### src/rtl/rs_cmd_gen.sv
// Debounced pushbutton front end that issues clean, mutually exclusive S/R pulses to a gated RS flip-flop.
// Optional build macro INIT_PULSE_EN: issue an automatic R pulse right after reset deasserts.
module rs_cmd_gen #(
  parameter int DB_CYCLES = 4,
  parameter int PULSE_W   = 2
) (
  input  logic CP,
  input  logic RST,
  input  logic BTN_S,
  input  logic BTN_R,
  input  logic Q_FB,
  input  logic QC_FB,
  output logic S,
  output logic R,
  output logic BUSY,
  output logic STATE_EXP,
  output logic ERR
);

  localparam int CW  = $clog2(DB_CYCLES + 1);
  localparam int PWW = (PULSE_W > 1) ? $clog2(PULSE_W) : 1;

  typedef enum logic [1:0] {IDLE, PULSE_S, PULSE_R, SETTLE} state_t;

  logic [1:0] w_btn;
  logic [1:0] w_press;
  logic       w_start_r;

  assign w_btn = {BTN_R, BTN_S};

  // Index 0 is the set button, index 1 the reset button.
  generate
    for (genvar gi = 0; gi < 2; gi++) begin : g_btn
      logic [1:0]    r_sync;
      logic [CW-1:0] r_cnt;
      logic          r_deb;
      logic          r_deb_d;
      logic          r_press;

      always_ff @(posedge CP) begin
        if (RST) begin
          r_sync  <= '0;
          r_cnt   <= '0;
          r_deb   <= 1'b0;
          r_deb_d <= 1'b0;
          r_press <= 1'b0;
        end else begin
          r_sync  <= {r_sync[0], w_btn[gi]};
          r_deb_d <= r_deb;
          r_press <= r_deb & ~r_deb_d;
          if (r_sync[1] == r_deb) begin
            r_cnt <= '0;
          end else if (r_cnt == CW'(DB_CYCLES - 1)) begin
            r_deb <= ~r_deb;
            r_cnt <= '0;
          end else begin
            r_cnt <= r_cnt + CW'(1);
          end
        end
      end

      assign w_press[gi] = r_press;
    end
  endgenerate

`ifdef INIT_PULSE_EN
  logic r_init;

  // Armed by reset, consumed on the first post-reset edge (FSM is IDLE then).
  always_ff @(posedge CP) begin
    if (RST) begin
      r_init <= 1'b1;
    end else begin
      r_init <= 1'b0;
    end
  end

  assign w_start_r = w_press[1] | r_init;
`else
  assign w_start_r = w_press[1];
`endif

  state_t         r_state;
  logic [PWW-1:0] r_wcnt;
  logic           r_s;
  logic           r_r;
  logic           r_busy;
  logic           r_exp;
  logic           r_err;

  always_ff @(posedge CP) begin
    if (RST) begin
      r_state <= IDLE;
      r_wcnt  <= '0;
      r_s     <= 1'b0;
      r_r     <= 1'b0;
      r_busy  <= 1'b0;
      r_exp   <= 1'b0;
      r_err   <= 1'b0;
    end else begin
      case (r_state)
        IDLE: begin
          r_wcnt <= '0;
          // Reset has priority when both presses land on the same cycle.
          if (w_start_r) begin
            r_state <= PULSE_R;
            r_r     <= 1'b1;
            r_busy  <= 1'b1;
            r_exp   <= 1'b0;
          end else if (w_press[0]) begin
            r_state <= PULSE_S;
            r_s     <= 1'b1;
            r_busy  <= 1'b1;
            r_exp   <= 1'b1;
          end
        end
        PULSE_S, PULSE_R: begin
          if (r_wcnt == PWW'(PULSE_W - 1)) begin
            r_state <= SETTLE;
            r_s     <= 1'b0;
            r_r     <= 1'b0;
          end else begin
            r_wcnt <= r_wcnt + PWW'(1);
          end
        end
        SETTLE: begin
          if ((Q_FB != r_exp) || (QC_FB != ~r_exp)) begin
            r_err <= 1'b1;
          end
          r_state <= IDLE;
          r_busy  <= 1'b0;
        end
        default: begin
          r_state <= IDLE;
          r_s     <= 1'b0;
          r_r     <= 1'b0;
          r_busy  <= 1'b0;
        end
      endcase
    end
  end

  assign S         = r_s;
  assign R         = r_r;
  assign BUSY      = r_busy;
  assign STATE_EXP = r_exp;
  assign ERR       = r_err;

endmodule
### config.mk
export PLATFORM = sky130hd
export DESIGN_NAME = rs_cmd_gen
export DESIGN_NICKNAME = d
export VERILOG_FILES = /design/src/rtl/rs_cmd_gen.sv
export SDC_FILE = /design/constraint.sdc
export NUM_CORES = 1
export LEC_CHECK = 0
export ABC_CLOCK_PERIOD_IN_PS = 1760
export CAP_MARGIN = 20
export CORE_MARGIN = 2
export CORE_UTILIZATION = 50
export DETAILED_ROUTE_END_ITERATION = 10
export PLACE_DENSITY = 0.77
export SETUP_SLACK_MARGIN = 0.1
export SYNTH_ARGS = -nofsm -noshare
export SYNTH_HDL_FRONTEND = slang
export SYNTH_SLANG_ARGS = --single-unit
### constraint.sdc
create_clock -name CP -period 1.76 [get_ports CP]
set_input_delay 0.528 -clock CP [delete_from_list [all_inputs] [get_ports CP]]
set_output_delay 0.528 -clock CP [all_outputs]
set_load 0.01 [all_outputs]
### After elaboration in Yosys (flattened, before gate mapping)

Cells that the tools add are included.

* $add $sub $neg: 3
* multiply operators: 0
* div/mod/pow operators: 0
* magnitude comparators: 0
* eq/ne operators: 14
* shifts and indexed selects: 0
* mux-type cells: 15
* bitwise operators: 9
* reduce and logical (&&, ||, !) cells: 16

Operators by type and width (number)
* $reduce_and 2->1: 6
* $ne 2x2->1 const B: 4
* $pmux 1 s2: 4
* $mux 1: 7
* $not 1->1: 7
* $add 3x1->3 const B: 2
* $eq 3x2->1 const B: 2
* $mux 2: 3
* $pmux 2 s3: 1
* $reduce_bool 2->1: 3
* $reduce_or 3->1: 2
* $eq 2x2->1 const B: 2
* $reduce_and 4->1: 1
* $ne 3x3->1 const B: 1
* $reduce_and 3->1: 1
* $and 1x1->1: 2
* $eq 1x1->1: 2
* $eq 2x1->1 const B: 1
* $logic_not 2->1: 1
* $ne 1x1->1: 2
* $reduce_or 2->1: 1
* $add 1x1->1 const B: 1
* $logic_or 1x1->1: 1

* register bits: 24
* latch bits: 0
* RAM bits: 0
* memory bits (read-only): 0
* input bits: 6
* output and inout bits: 5
* logic and storage cells: 74
* memories: 0

### Depth between registers and ports, before layout

* word-level depth: 4
* depth in mapped cells: 5
* gate-level depth less buffers: 5

### Worst setup path after synthesis

No wires, ideal clock.

* path type: reg-to-reg
* start point: register r_state[0]
* end point: register r_s, in the netlist S
* setup time: 0.071 ns
* data arrival time: 1.374 ns
* data required time: 1.689 ns
* slack: 0.315 ns
* cell stages (with the launch flop): 5
* path buffers: 0
* clock period less this slack: 1.445 ns
* path through: dfxtp_1 > inv_1 > ha_1 > or4_1 > a21oi_1

* word-level cells in the longest chain between the ends: 4
* elaborated cells between the ends (all ways): 10
* those cells by class: eq/ne: 5; mux: 1; reduce/logical: 4

RTL lines
* start, declared: line 83 `state_t r_state;`
* start signal, assigned: line 93 `r_state <= IDLE;`
* start signal, assigned: line 106 `r_state <= PULSE_R;`
* start signal, assigned: line 111 `r_state <= PULSE_S;`
* $eq 2x1->1 / $eq 2x2->1 (equally long branches): line 101 `case (r_state)`
* $reduce_or 2->1: line 101
* $ne 2x2->1 (no source line) / $reduce_bool 2->1 (equally long branches)
* $reduce_and 4->1 (no source line)
* end signal, assigned: line 95 `r_s <= 1'b0;`
* end signal, assigned: line 112 `r_s <= 1'b1;`
* end signal, assigned: line 120 `r_s <= 1'b0;`
* end, declared: line 85 `logic r_s;`

Parallel ways exist; a longest one is shown, timed or not.
A chain may end at the register's enable or synchronous reset.

### Final worst setup path

* start point: register r_state[1]
* end point: register r_s, in the netlist S

Same word-level chain as after synthesis.

==> impl_metrics.ini <==
[worst_setup_path]
path_class = register to register
worst-path-buf-inv = 1
crit_cells = 5
path_delay_family = simple AND/OR/NAND/NOR gates
required_ns = 2.01
worst_path_max_delay_cell = or4_1
endpoint_kind = register
crit_chain = inv_1 > ha_1 > nor2b_4 > or4_1 > a21oi_1
slowest_delay_ns = 0.47
critPathLaunchType = register
ff2ff_path_depth = 5
path_max_fanout = 7
cp.arrival_ns = 1.82

[clocking]
cts_tree = done
cts_post_setup_buffers_inserted = 0
numCtsBuffers = 3
htree_levels = 1
cts.sinks = 24
cts.path.max_buffers = 2
clk_pin_slew_ns = 0.12
cts_root_buf = clkbuf_4
insertion_delay_ns = 0.31

[layout]
final_layout_size_suffix_gt1_frac = 0.1171
layout_common_cells = dfxtp_1 (22), nor2_1 (12), nor2b_1 (9), ha_1 (8)
fin_area_um2 = 1135
final_common_cell = dfxtp_1
syn2layout_area_growth_pct = 18.72
finalNetCount = 126
antenna_cells = 0
n_fill_cell = 176

[sta]
fmax_mhz = 638.1
rsz0062_at_grt = false
tightest_slew_ns = 0.2850
min_period_over_period = 0.8904
slew_violations = 0
maxSlewHeadroom = 0.8075
setup_viol = 0
layout_min_cycle_time_ns = 1.567
setup_ws_ns = 0.1929
finalHoldViolCount = 0
fin_skew_ns = 0.003436

[synth]
netlist_area_um2 = 955.9
synth-seq-cells = 24
synthDistinctLibCells = 25
synthArstFlopShare = 0
syn_avg_cell_area_um2 = 9.957
synth_edf_count = 0
synth-seq-area-share = 0.5026
synth_cells = 96
synth_ff_type = dfxtp_1
ys_warn_count = 0
synth_nets = 110

[run_status]
status = finished, final reports clean

[global_routing]
antenna_found_initial = 0
grt_overflow = 0
grt_first_pass_wirelength_um = 2180
grt_max_degree = 14
grt_usage = 0.1420
first_global_vias = 590

[routing]
wl_met2_um = 683
antenna_left = 0
drc = 0
wl_per_cell_um = 10.16
finalWirelength_um = 1382
top_layer = met4
drtPass1Iterations = 2
first_iter_violations = 7
vias = 662
vias_per_cell = 4.868
wl_met1_um = 597
route.met3.wl_um = 61

[power_and_ir_drop]
power_density_nw_per_um2 = 1085
power_mw = 1.231
ir_drop_v = 0.0005412
power_switching_uw = 344.7
seq_power_share = 0.503
pwr-share-comb = 0.272
leakage_nw = 0.4852
p_int_uw = 886.6
clkPwrFrac = 0.225
netSwitchingFraction = 0.2799

[floorplanning]
dieArea_um2 = 2278
die_height_um = 47.73
die_w_um = 47.73
ioPinCount = 11
core_um2 = 1764
initial_core_util = 0.5418
rows = 15

[worst_hold_path]
holdCritPathClass = register to register
hold_depth = 1

[place]
port_buffers = 10
gp_congestion = 0.7711
dp.final_hpwl_um = 1077
dpl-instance-area_um2 = 1099
pre_cts_slack_ns = -0.03500

[job]
maxCapViolCount = 0
worst reg2reg max path: stages, from the launching register on:
cell and delay [ns]:
dfxtp_1 0.40, inv_1 0.08, ha_1 0.25, nor2b_4 0.15
or4_1 0.47, a21oi_1 0.16
layer usage:
metal,track usage,vias to the layer above
met4,0.1135,0
met5,0,-
met1,0.1485,296
met2,0.2400,12
met3,0.03396,5
li1,-,349
sequential cells by signal (all words and copies together), names as in the netlist, 2 cells and up:
register       cells
r_state            2
g_btn.r_press      2
g_btn.r_cnt        6
g_btn.r_deb_d      2
g_btn.r_sync       4
g_btn.r_deb        2
kinds of logic after synthesis:
family                     count (synthesis)  share of synthesized area
adders and majority gates                  8                     0.1047
muxes                                      3                    0.03141
xor gates and xnor gates                   2                    0.01833
DFF                                       24                     0.5026
AOI/OAI and AO/OA                         12                    0.07198
and+or+nand+nor                           39                     0.2395
buffers and inverters                      8                    0.03141
metrics by stage:
step                      hold WS (ns)  utilization  instances  setup TNS (ns)
after floorplan                 0.3674            -         96               0
after CTS                       0.3972       0.6411        136               0
final                           0.3947       0.6433        136               0
after global placement          0.3722       0.6227        132               0
after global routing            0.4034       0.6433        136               0
after detailed placement        0.3800       0.6227        132        -0.03500
final timing paths:
kind / from / endpoint / slack [ns]
worst max register to register: r_state[1]$_SDFFE_PP0P_ / S$_SDFFE_PP0P_ / 0.19
worst min-delay path: g_btn[0].r_deb_d$_SDFF_PP0_ / g_btn[0].r_press$_SDFF_PP0_ / 0.39
worst min register to register: g_btn[0].r_deb_d$_SDFF_PP0_ / g_btn[0].r_press$_SDFF_PP0_ / 0.39
worst max-delay path: r_state[1]$_SDFFE_PP0P_ / S$_SDFFE_PP0P_ / 0.19
cells in the mapped netlist, types with 2 or more instances:
master | instances | area share
nor2b_1 | 9 | 0.059
nor3_1 | 3 | 0.016
mux2i_1 | 3 | 0.031
ha_1 | 8 | 0.10
a31oi_1 | 2 | 0.013
xnor2_1 | 2 | 0.018
a21oi_1 | 7 | 0.037
nor2_1 | 12 | 0.047
inv_1 | 7 | 0.027
or3_1 | 2 | 0.013
or2b_1 | 2 | 0.016
dfxtp_1 | 24 | 0.50
nand2b_1 | 2 | 0.013
or3b_2 | 2 | 0.018
repair_timing:
item | in CTS | in global routing
hold buffers | 0 | 0
gates resized for setup | 5 | 2
pin swaps | 0 | 0
setup endpoints to repair | 5 | 2
layout make-up:
type | instances | area (µm²) | area share
Sequential cell | 24 | 483.0 | 0.4256
Multi-Input combinational cell | 64 | 445.4 | 0.3925
Timing Repair Buffer | 12 | 112.6 | 0.09923
Clock buffer | 4 | 36.28 | 0.03197
Tap cell | 25 | 31.28 | 0.02756
Inverter | 7 | 26.28 | 0.02315
power by group through the flow:
stage	Combinational, mW	Sequential, mW	Clock, mW
4_1_cts	0.336	0.618	0.295
5_1_grt	0.378	0.625	0.309
3_5_place_dp	0.342	0.631	0
6_report	0.335	0.619	0.277
2_1_floorplan	0.258	0.626	0
3_3_place_gp	0.332	0.628	0
Note: power is estimated with default switching activity, not from simulation.
==> variant 1, RTL diff (config.mk and constraints unchanged) <==
The 4 states of `state_t` get a one-hot encoding in 4 bits.
--- a/src/rtl/rs_cmd_gen.sv
+++ b/src/rtl/rs_cmd_gen.sv
@@ -20,7 +20,7 @@
   localparam int CW  = $clog2(DB_CYCLES + 1);
   localparam int PWW = (PULSE_W > 1) ? $clog2(PULSE_W) : 1;
 
-  typedef enum logic [1:0] {IDLE, PULSE_S, PULSE_R, SETTLE} state_t;
+  typedef enum logic [3:0] {IDLE = 4'b0001, PULSE_S = 4'b0010, PULSE_R = 4'b0100, SETTLE = 4'b1000} state_t;
 
   logic [1:0] w_btn;
   logic [1:0] w_press;
Behaviour: no difference found for any inputs over 10 cycles, from zero or initial values and one cycle with RST high; not proved beyond that.
==> variant 1 against the original RTL <==
- final area grew 0.22%
- fmax grew 6.0%
- synthesized area grew 0.39%
- hold slack lost 0.0021 ns
- worst setup slack gained 0.088 ns
- utilization grew 0.14 points
- routed wire length grew 6.2%
- clock skew grew 0.0015 ns
- count of clock-buffer cells in the layout is the same
- die area grew 0.36%
- sequential cell count grew 2
- critical path type is now reg2out
- largest cell class unchanged
Power is not compared: it rests on default switching activity, and its combinational part moved more than twofold at a synthesized area within 25%.
==> variant 1: results (changes against the original RTL) <==
pin count of the biggest net entering global routing = 15 (+1)
Post-CTS Repair Setup Buffers = 0 (unchanged)
gpl congestion = 0.833 (+8.0%)
count of different cell masters after synthesis = 27 (+8.0%)
status = complete, no violations
global router's overall resource usage = 15.4% (+1.2 points)
Post-Syn Instances = 97 (+1.0%)
Root Buffer = clkbuf_4
VDD IR max = 0.573 mV
Post-Layout Cell Count = 137 (+0.74%)
initial antenna violation count = 0 (unchanged)
Clock Latency Late Sink = 0.31 ns (about the same)
DRT iter0 DRCs = 9 (+2)
Worst path slowest cell = dfxtp_2
Top Registers = g_btn.r_cnt: 6 flops, g_btn.r_sync: 4 flops, r_state: 4 flops
CP Max Fanout = 4 (-3)
Antenna diodes = 0 (unchanged)
hold endpoint = g_btn[1].r_press
first-pass GRT wire length = 2430 um (+11%)
Layout Skew = 0.00496 ns (+0.00152 ns)
fraction of layout cells with a size suffix above 1 = 10.7% (-1.0 points)
critical register-to-register path startpoint = r_state[3]
Clock Path Buffers = 2 (unchanged)
synth top area cells = dfxtp_1, nor2b_1, ha_1, nor2_1, xnor2_1
hold path depth = 1 (unchanged)
Final Hold Fails = 0 (unchanged)
Worst Hold Launch = g_btn[1].r_deb_d
register area share after synthesis = 54.2% (+4.0 points)
reg2reg setup slack = 0.34 ns (+0.15 ns)
Avg WL per Cell = 10.7 um (+5.4%)
via density per instance = 4.96 (+1.8%)
Total Nets Final = 123 (-2.4%)
placed insts = 133 (+0.76%)
IO buf count = 10 (unchanged)
Slew @ Worst Pin = 0.463 ns (+0.178 ns)
detailed placer's ending HPWL = 1160 um (+8.1%)
setup TNS = 0 ns (unchanged)
top post-synthesis cells by count = dfxtp_1, nor2_1, nor2b_1, inv_1
first drt pass iteration count = 2 (unchanged)
max incr delay on CP = 0.37 ns (-0.10 ns)
worst hold path type = reg2reg
R2R Path End = BUSY
Pleak = 0.000447 uW
R2R cell count = 4 (-1)
total CTS buffers = 3 (unchanged)
ys async rst share = 0% (unchanged)
Largest delay share family, worst path = flip-flops
vias in the first global route = 578 (-2.0%)
Syn Nets = 107 (-2.7%)
Synth Warn # = 0 (unchanged)
CTS H-tree depth = 1 (unchanged)
Worst-path clk slew = 0.13 ns
==> variant 1: cell type report <==
type / count / area (um2)
multi-input combinational: 63 / 409
inverter: 6 / 22.5
tap: 25 / 31.3
timing repair buffer: 13 / 116
clock buffer: 4 / 36.3
sequential: 26 / 522
fill: 160 / 627
==> variant 1: repair_timing <==
item                       CTS  global route
hold buffers                 0             0
gates resized for setup      6             0
setup endpoints to repair    5             0
==> variant 1: where the power goes <==
part	total, uW	internal [uW]	switching, uW
sequential	597	594	2.51
clock	292	126	166
combinational	31.5	19.3	12.2
total	920	740	180
==> variant 1: how the worst max path moves through the flow <==
stage	startpoint	end	slack [ns]	cells after the start
after global routing	r_state[1]	R	0.19	4
after floorplan	RST	S	0.47	3
after detailed placement	RST	g_btn[1].r_cnt[2]	0.19	3
after global placement	RST	g_btn[0].r_cnt[2]	0.21	3
after CTS	STATE_EXP	STATE_EXP	0.27	1
final	STATE_EXP	STATE_EXP	0.28	1
==> variant 1: logic make-up (layout without fill, tap and decap cells) <==
kind of cell	Yosys count	after routing	share of synthesized area (%)
AO/OA/AOI/OAI	15	15	9.78
multiplexers	2	2	2.09
AND/OR/NAND/NOR	39	39	22.8
adder cells (fa/ha/maj)	4	4	5.22
flip-flops	26	26	54.2
buffers and inverters	8	23	3.13
XOR/XNOR	3	3	2.74
==> variant 1: layer usage <==
layer,up-vias,share of wire [%],track usage [%]
met5,-,0,0
met4,0,1.8,8.11
met3,4,2.1,3.40
met2,6,48,23.2
met1,309,48,20.6
li1,360,-,-
==> variant 1: stage by stage <==
step                worst slack, ns  area [um2]  power (uW)  hold slack, ns
finish                        0.281        1140         920           0.393
global route                  0.190        1140         947           0.403
CTS                           0.273        1140         927           0.393
detailed placement            0.192        1110         641           0.375
global placement              0.214        1110         640           0.370
floorplan                     0.467         960         624           0.367
==> variant 2, RTL diff (config.mk and constraints unchanged) <==
Made on the original files. `PULSE_W`: 2 -> 4.
--- a/src/rtl/rs_cmd_gen.sv
+++ b/src/rtl/rs_cmd_gen.sv
@@ -2,7 +2,7 @@
 // Optional build macro INIT_PULSE_EN: issue an automatic R pulse right after reset deasserts.
 module rs_cmd_gen #(
   parameter int DB_CYCLES = 4,
-  parameter int PULSE_W   = 2
+  parameter int PULSE_W   = 4
 ) (
   input  logic CP,
   input  logic RST,
Formal check against the unedited RTL: same outputs for any inputs over 10 cycles, from zero or initial values and one cycle with RST high; that may be too few to reach the edited logic, so the function may still have changed.
==> variant 2 against the original RTL <==
- sequential share of layout area fell by 0.96 points
- power rose by 10%
- sequential power rose by 5.0%
- register-to-register slack improved by 0.09 ns
- sequential cell count rose by 1
- non-clock buffer count rose by 2
- synthesized area rose by 7.1%
- routed wire length rose by 16%
- final area rose by 6.3%
- worst setup slack improved by 0.069 ns
==> variant 2: results (changes against the original RTL) <==
hold endpoint = g_btn[1].r_press
Root Buffer = clkbuf_4
R2R Path End = r_wcnt[1]
Via Count = 729 (+10%)
status = complete, no violations
Worst path slowest cell = dfxtp_1
top post-synthesis cells by count = dfxtp_1, inv_1, nor2b_1, ha_1
pre-CTS WS = 0.0967 ns (+0.132 ns)
Post-Syn Instances = 104 (+8.3%)
detailed placer's ending HPWL = 1260 um (+17%)
Fillers = 169 (-4.0%)
routed wire length = 1610 um (+16%)
VDD IR max = 0.690 mV (+28%)
first-pass GRT wire length = 2780 um (+28%)
fraction of layout cells with a size suffix above 1 = 14.2% (+2.5 points)
global router's overall resource usage = 14.1% (-0.051 points)
pin count of the biggest net entering global routing = 16 (+2)
count of different cell masters after synthesis = 30 (+20%)
gpl congestion = 0.833 (+8.0%)
via density per instance = 4.96 (+1.9%)
first drt pass iteration count = 4 (+2)
Syn Nets = 118 (+7.3%)
Top Registers = g_btn.r_cnt: 6 flops, g_btn.r_sync: 4 flops
Worst-path clk slew = 0.14 ns (+0.02 ns)
Worst Hold Launch = g_btn[1].r_deb_d
register area share after synthesis = 48.9% (-1.4 points)
vias in the first global route = 694 (+18%)
max incr delay on CP = 0.39 ns (-0.08 ns)
cell-internal power = 910 uW (+2.6%)
DRT iter0 DRCs = 10 (+3)
CP Max Fanout = 3 (-4)
Rel. slew slack = 81.8% (+1.0 points)
reg2reg setup slack = 0.28 ns (+0.09 ns)
Worst EP arrival = 0.97 ns (-0.85 ns)
critical register-to-register path startpoint = r_state[0]
Largest delay share family, worst path = flip-flops
synth top area cells = dfxtp_1, ha_1, nor2b_1, inv_1, nor2_2
Pleak = 0.000499 uW (+2.9%)
placed insts = 142 (+7.6%)
## variant 2: cell types whose count changed after synthesis, sizes merged, moves of 2 or more
cell / delta
o21ai: +4
a211oi: +2
nand2: +2
or2b: -3
inv: +3
nor3: -2
## variant 2: how the worst max path moves through the flow
stage | cells past startpoint | endpoint | start | slack (ns)
2_1_floorplan | 5 | S | r_state[0] | 0.45
3_3_place_gp | 4 | ERR | QC_FB | 0.11
3_5_place_dp | 3 | g_btn[1].r_cnt[0] | RST | 0.1
4_1_cts | 1 | STATE_EXP | STATE_EXP | 0.01
5_1_grt | 5 | r_wcnt[0] | r_state[0] | 0.20
6_report | 1 | R | R | 0.26
## variant 2: final cells by class
class	instances	area share (%)
clock buffers	3	1.87
clock inverters	1	0.622
inverters	10	3.11
multi-input cells	67	39.4
flip-flops and latches	25	41.6
well taps	27	2.80
repair buffers	14	10.6
## variant 2: power by group through the flow
stage	registers (uW)	logic, uW	clock network (uW)
3_5_place_dp	663	460	0
4_1_cts	650	456	259
5_1_grt	659	517	278
2_1_floorplan	664	334	0
3_3_place_gp	663	447	0
6_report	650	456	251
## variant 2: timing repair
action                     CTS  global route
resized for setup            5             1
setup buffers                0             1
setup endpoints to repair    5             1
## variant 2: per-stage QoR
step / util [%] / power [uW] / hold WS, ns / area, um2
detailed placement: 60.2 / 1120 / 0.380 / 1170
CTS: 61.6 / 1370 / 0.399 / 1200
floorplan: - / 998 / 0.367 / 1020
global placement: 60.2 / 1110 / 0.372 / 1170
finish: 62.1 / 1360 / 0.395 / 1210
global route: 62.1 / 1450 / 0.418 / 1210
## variant 2: per-layer routing
metal	up-vias	share of wire [%]	global-route usage (%)
met5	-	0	0
met4	0	0	2.86
met3	0	3.1	2.15
met2	11	49	26.4
met1	343	48	17.0
li1	375	-	-
## variant 2: logic make-up (layout without fill, tap and decap cells)
kind of cell,count (synthesis),after routing,share of synthesized area (%)
flip-flops,25,25,48.9
AND/OR/NAND/NOR,37,37,22.4
AO/OA/AOI/OAI,18,18,10.6
multiplexers,2,2,1.96
XOR/XNOR,2,2,1.71
buffers and inverters,12,28,4.64
adder cells (fa/ha/maj),8,8,9.78
